===== src/rtl/pcs_pkg.sv =====
// Shared PCS definitions for 64b/66b block handling.
// Provides the sync-header encodings, the block-sync lock state enum and the
// default window limits used by the RX block synchroniser and TX-side benches.
package pcs_pkg;

  localparam logic [1:0] SYNC_HDR_DATA = 2'b01;
  localparam logic [1:0] SYNC_HDR_CTRL = 2'b10;

  localparam int unsigned SH_CNT_MAX   = 64;
  localparam int unsigned SH_INVLD_MAX = 16;

  typedef enum logic [1:0] {
    LOCK_INIT,
    TEST_SH,
    SLIP,
    SLIP_WAIT
  } block_sync_state_t;

  // Only 01 (data) and 10 (control) are legal 64b/66b sync headers.
  function automatic logic sync_hdr_ok(input logic [1:0] hdr);
    return (hdr == SYNC_HDR_DATA) || (hdr == SYNC_HDR_CTRL);
  endfunction

endpackage


===== src/rtl/pcs_rx_block_sync.sv =====
// 64b/66b RX block synchroniser with lock state machine.
// Validates sync headers from the RX gearbox, requests bit slips until block
// boundaries align, reports block lock, and forwards payload/header one cycle
// later qualified by lock.
// Ports:
//   i_rx_clk       RX user clock
//   i_rx_reset_n   asynchronous active-low reset
//   i_data/i_hdr   block payload and sync header from the gearbox
//   i_data_valid   beat qualifier (low while the gearbox stalls)
//   o_data/o_hdr   registered payload/header, captured on valid beats
//   o_data_valid   registered i_data_valid AND block lock
//   o_bitslip      single-cycle slip request to the gearbox
//   o_block_lock   block lock status
module pcs_rx_block_sync
  import pcs_pkg::*;
#(
  parameter int unsigned DATA_WIDTH   = 64,
  parameter int unsigned HDR_WIDTH    = 2,
  parameter int unsigned SH_CNT_MAX   = pcs_pkg::SH_CNT_MAX,
  parameter int unsigned SH_INVLD_MAX = pcs_pkg::SH_INVLD_MAX,
  parameter int unsigned SLIP_WAIT    = 32
) (
  input  logic                  i_rx_clk,
  input  logic                  i_rx_reset_n,
  input  logic [DATA_WIDTH-1:0] i_data,
  input  logic [HDR_WIDTH-1:0]  i_hdr,
  input  logic                  i_data_valid,
  output logic [DATA_WIDTH-1:0] o_data,
  output logic [HDR_WIDTH-1:0]  o_hdr,
  output logic                  o_data_valid,
  output logic                  o_bitslip,
  output logic                  o_block_lock
);

  localparam int unsigned CNT_W  = 7;
  localparam int unsigned INV_W  = 5;
  localparam int unsigned WAIT_W = 6;

  block_sync_state_t state;
  logic [CNT_W-1:0]  sh_cnt;
  logic [INV_W-1:0]  sh_invld_cnt;
  logic [WAIT_W-1:0] slip_wait_cnt;

  logic              hdr_bad;
  logic [CNT_W-1:0]  sh_cnt_inc;
  logic [INV_W-1:0]  sh_invld_inc;
  logic [WAIT_W-1:0] slip_wait_inc;
  logic              slip_hit;
  logic              window_end;

  // Post-increment counter values; decisions on a beat use these.
  always_comb begin
    hdr_bad       = !sync_hdr_ok(i_hdr);
    sh_cnt_inc    = sh_cnt + CNT_W'(1);
    sh_invld_inc  = sh_invld_cnt + INV_W'(hdr_bad);
    slip_wait_inc = slip_wait_cnt + WAIT_W'(1);
    slip_hit      = (!o_block_lock && hdr_bad) ||
                    (o_block_lock && (sh_invld_inc == INV_W'(SH_INVLD_MAX)));
    window_end    = (sh_cnt_inc == CNT_W'(SH_CNT_MAX));
  end

  // Lock state machine with its counters, lock flag and slip pulse.
  // The enum literal SLIP_WAIT is shadowed by the parameter of the same name,
  // so state references use the package scope.
  always_ff @(posedge i_rx_clk or negedge i_rx_reset_n) begin
    if (!i_rx_reset_n) begin
      state         <= LOCK_INIT;
      sh_cnt        <= '0;
      sh_invld_cnt  <= '0;
      slip_wait_cnt <= '0;
      o_bitslip     <= 1'b0;
      o_block_lock  <= 1'b0;
    end else begin
      o_bitslip <= 1'b0;
      case (state)
        LOCK_INIT: begin
          sh_cnt        <= '0;
          sh_invld_cnt  <= '0;
          slip_wait_cnt <= '0;
          o_block_lock  <= 1'b0;
          state         <= TEST_SH;
        end
        TEST_SH: begin
          if (i_data_valid) begin
            if (slip_hit) begin
              // Slip/unlock wins over a coincident window end.
              o_block_lock <= 1'b0;
              o_bitslip    <= 1'b1;
              sh_cnt       <= '0;
              sh_invld_cnt <= '0;
              state        <= SLIP;
            end else if (window_end) begin
              // Only a clean window can establish lock; a held lock survives
              // windows with fewer than SH_INVLD_MAX bad headers.
              if (sh_invld_inc == '0) begin
                o_block_lock <= 1'b1;
              end
              sh_cnt       <= '0;
              sh_invld_cnt <= '0;
            end else begin
              sh_cnt       <= sh_cnt_inc;
              sh_invld_cnt <= sh_invld_inc;
            end
          end
        end
        SLIP: begin
          sh_cnt        <= '0;
          sh_invld_cnt  <= '0;
          slip_wait_cnt <= '0;
          o_block_lock  <= 1'b0;
          state         <= pcs_pkg::SLIP_WAIT;
        end
        pcs_pkg::SLIP_WAIT: begin
          // Headers are meaningless while the gearbox realigns.
          if (i_data_valid) begin
            if (slip_wait_inc == WAIT_W'(SLIP_WAIT)) begin
              slip_wait_cnt <= '0;
              state         <= TEST_SH;
            end else begin
              slip_wait_cnt <= slip_wait_inc;
            end
          end
        end
        default: state <= LOCK_INIT;
      endcase
    end
  end

  // Datapath: capture on valid beats, qualify with the lock in effect now.
  always_ff @(posedge i_rx_clk or negedge i_rx_reset_n) begin
    if (!i_rx_reset_n) begin
      o_data       <= '0;
      o_hdr        <= '0;
      o_data_valid <= 1'b0;
    end else begin
      o_data_valid <= i_data_valid & o_block_lock;
      if (i_data_valid) begin
        o_data <= i_data;
        o_hdr  <= i_hdr;
      end
    end
  end

endmodule


===== config.mk =====
export PLATFORM = sky130hd
export DESIGN_NAME = pcs_rx_block_sync
export DESIGN_NICKNAME = d
export VERILOG_FILES = /design/src/rtl/pcs_pkg.sv /design/src/rtl/pcs_rx_block_sync.sv
export SDC_FILE = /design/constraint.sdc
export NUM_CORES = 1
export LEC_CHECK = 0
export CAP_MARGIN = 0
export CORE_MARGIN = 10
export CORE_UTILIZATION = 48
export DETAILED_ROUTE_END_ITERATION = 10
export GPL_TIMING_DRIVEN = 0
export PLACE_DENSITY = 0.85
export SETUP_SLACK_MARGIN = 0.15
export SYNTH_ARGS = -nofsm -noshare
export SYNTH_HDL_FRONTEND = slang
export SYNTH_SLANG_ARGS = --single-unit

===== constraint.sdc =====
create_clock -name i_rx_clk -period 6.6 [get_ports i_rx_clk]
set_input_delay 1.65 -clock i_rx_clk [delete_from_list [all_inputs] [get_ports i_rx_clk]]
set_output_delay 1.65 -clock i_rx_clk [all_outputs]
set_load 0.01 [all_outputs]

==> key figures <==
Die
  • Core ar.: 7770 sq um
  • Die ar.: 12000 sq um
  • Initial core utilization: 0.497
  • I/O pins: 138
  • Die extent in x: 110 microns
  • Die height: 110 microns
  • # rows: 32

Drt
  • Met1 WL: 3850 microns
  • DRC violations left: 0
  • DR vias: 2861
  • Uppermost layer routed: met4
  • Via density per instance: 5.20
  • 1st-iter DRT viols: 98
  • Routed met2 length: 5320 microns
  • Average wire per standard cell: 19.8 microns
  • Total Wirelength: 10900 microns
  • Drt first pass iters: 4
  • Antenna-violating nets left: 0
  • Routed wire length on met3: 1460 microns

Outcome
  • Status: finished, final reports clean

Synth
  • Async S/R FF share, synth: 1.00
  • Netlist Area Pre-Place: 3860 sq um
  • Share of the yosys chip area belonging to registers: 0.577
  • Synth Net Count: 373
  • Netlist cell types: 41
  • Post-Synth XOR/XNOR Area: 0.0182
  • Post-synth EDFFs: 0
  • Synth warn: 0
  • Post-synthesis adder-cell area fraction: 0.0324
  • Average cell area after synthesis: 13.1 sq um
  • Simple-gate share of the synthesized area: 0.0729
  • Compound-Gate Fraction of Synth Area: 0.0771
  • Synthesis-stage register bit count: 89
  • Largest family of logic cells by synthesized area: multiplexers
  • Cell count after synthesis: 294
  • Main flop type after synthesis: dfrtp_1
  • Multiplexer area fraction after synthesis: 0.205

Setup path
  • Most frequent CP cell: ha_1
  • WS Path Type: input port to register
  • Crit-path leading delay family: multiplexers
  • Crit. End Element: register
  • Crit Path Max Fanout: 5
  • CP max stage delay: 0.50 ns
  • Critical Path Slowest Stage Cell: clkdlybuf4s50_1
  • Worst Path Arrival: 4.47 ns
  • WP data required: 6.84 ns
  • Startpoint types: input port
  • Buffer and inverter count on the worst path: 2
  • Cell Chain, Critical Path: clkdlybuf4s50_1 -> xor2_1 -> inv_1 -> ha_1 -> ha_1 -> nand3_1 -> mux2i_1 -> a22oi_2 -> a221o_1 -> mux2_4

Global route
  • Total GRT Usage: 0.185
  • GRT overflow: 0
  • Largest net degree at the start of global routing: 51
  • Number of global-route vias before repair: 3180
  • First-pass GRT wire length: 17100 microns
  • Initial antenna violation count: 0

Power and ir drop
  • Leak: 0.00233 uW
  • Peak VDD IR: 0.220 mV
  • Design Power: 1490 uW
  • Pwr Density: 267 nW/um^2

Clocking
  • Postcts setup bufs: 0
  • CTS Hold Buffers Added: 0
  • CTS tree: built
  • CTS clk-pin slew, worst paths: 0.08 ns
  • Clock sink total: 89
  • Cts bufs inserted: 9
  • PostCTS Resize Cnt: 0
  • # H-tree levels: 3
  • Bufs on Longest Clock Path: 2
  • Clock Latency Late Sink: 0.36 ns
  • CTS Root Cell: clkbuf_8

Timing
  • Final-report hold violation count: 0
  • Fmax: 0.237 GHz
  • Slew @ Worst Pin: 0.633 ns
  • Clock Skew: 0.0107 ns
  • Max Slew Vio Count: 0
  • Tmin final: 4.23 ns
  • Setup-failing EPs final: 0
  • Setup TNS: 0 ns
  • Final period utilization: 0.640
  • Slew HR: 0.578
  • RSZ-0062 raised after global routing: no

Cells and area
  • Ant. Diodes: 0
  • Layout Nets: 522
  • Filler cells: 529
  • P&R area growth vs syn: 45.0%
  • Layout cells sized above 1: 0.208

Run
  • Max_cap viols: 0

Place
  • Port buffer count: 137
  • RePlAce Congestion: 0.848
  • Post-DP HPWL: 8360 microns

Worst hold path
  • Worst hold path class: register to register
-- cells in the mapped netlist, types with 3 or more instances --
library cell | count | area (sq um)
nor3_1 | 4 | 20.0
nand4_1 | 4 | 25.0
nand3_1 | 11 | 55.1
o21ai_0 | 13 | 65.1
nand2_1 | 24 | 90.1
ha_1 | 10 | 125
dfrtp_1 | 89 | 2230
inv_1 | 8 | 30.0
clkbuf_1 | 9 | 33.8
nor2_1 | 5 | 18.8
nand2b_1 | 3 | 18.8
a22o_1 | 3 | 26.3
a31oi_1 | 3 | 18.8
xor2_1 | 6 | 52.6
mux2_2 | 67 | 754
-- cell type report --
type / instances / area [sq um] / share of cell area
clock inverters: 5 / 61.3 / 0.0110
plain buffers: 10 / 38.8 / 0.00693
well taps: 102 / 128 / 0.0228
flip-flops and latches: 89 / 2230 / 0.398
inverters: 8 / 30.0 / 0.00537
multi-input cells: 187 / 1560 / 0.279
clock buffers: 11 / 151 / 0.0271
repair buffers: 138 / 1400 / 0.249
-- layer usage --
layer / GRT usage / up-vias
met5: 0 / -
met4: 0.0743 / 0
met3: 0.120 / 17
met2: 0.295 / 99
met1: 0.190 / 1397
li1: - / 1348
-- report_power, final --
group	switching [uW]	total (uW)	leakage, uW	internal, uW
clock network	198	397	0.000110	199
registers	50.9	660	0.00108	609
logic	202	437	0.00113	234
-- state kept, by name (all words and copies together) (netlist names) --
name           cells
o_data            64
o_bitslip          1
o_data_valid       1
o_block_lock       1
o_hdr              2
sh_invld_cnt       5
state              2
slip_wait_cnt      6
sh_cnt             7
-- worst reg2reg max path, delay by kind of cell (launching register included) --
family	cells	cell delay, ns
AOI/OAI and AO/OA	2	0.59
adders and majority gates	2	0.49
DFF	1	0.39
muxes	2	0.74
and+or+nand+nor	1	0.14
-- path summary, 6_finish.rpt --
| path | depth (start not counted) | slack, ns | to | from |
|---|---|---|---|---|
| max | 10 | 2.37 | state[1] | i_hdr[1] |
| min | 1 | 0.51 | o_data[31] | o_data[31] |
| max reg2reg | 7 | 4.13 | state[1] | sh_invld_cnt[0] |
| min reg2reg | 1 | 0.51 | o_data[31] | o_data[31] |
| max in group asynchronous | 2 | 4.70 | slip_wait_cnt[4] | i_rx_reset_n |
| min in group asynchronous | 1 | 1.26 | o_data[62] | i_rx_reset_n |
-- kinds of logic after synthesis --
group | Yosys count
fa+ha+maj | 10
flops | 89
xor+xnor | 8
buf+inv | 18
compound gates | 40
mux | 70
simple gates | 59
-- stage by stage --
stage,hold WS [ns],utilization,setup slack (ns),std cells,area (sq um)
after global routing,0.530,0.721,2.16,550,5600
final,0.514,0.721,2.37,550,5600
after CTS,0.514,0.721,2.39,550,5600
after global placement,0.489,0.690,0.716,533,5360
after detailed placement,0.495,0.693,2.03,534,5380
after floorplan,0.472,-,2.80,294,3860
-- cell usage in the layout (no fill, tap or decap), types with 4 or more instances in the layout --
cell / n
clkdlybuf4s50_1: 136
dfrtp_1: 89
mux2_2: 67
nand2_1: 24
o21ai_0: 13
nand3_1: 11
clkbuf_8: 11
ha_1: 10
clkbuf_1: 9
inv_1: 8
xor2_1: 6
nor2_1: 5
nand4_1: 4
nor3_1: 4
No activity file was read; power rests on OpenSTA's default activity.
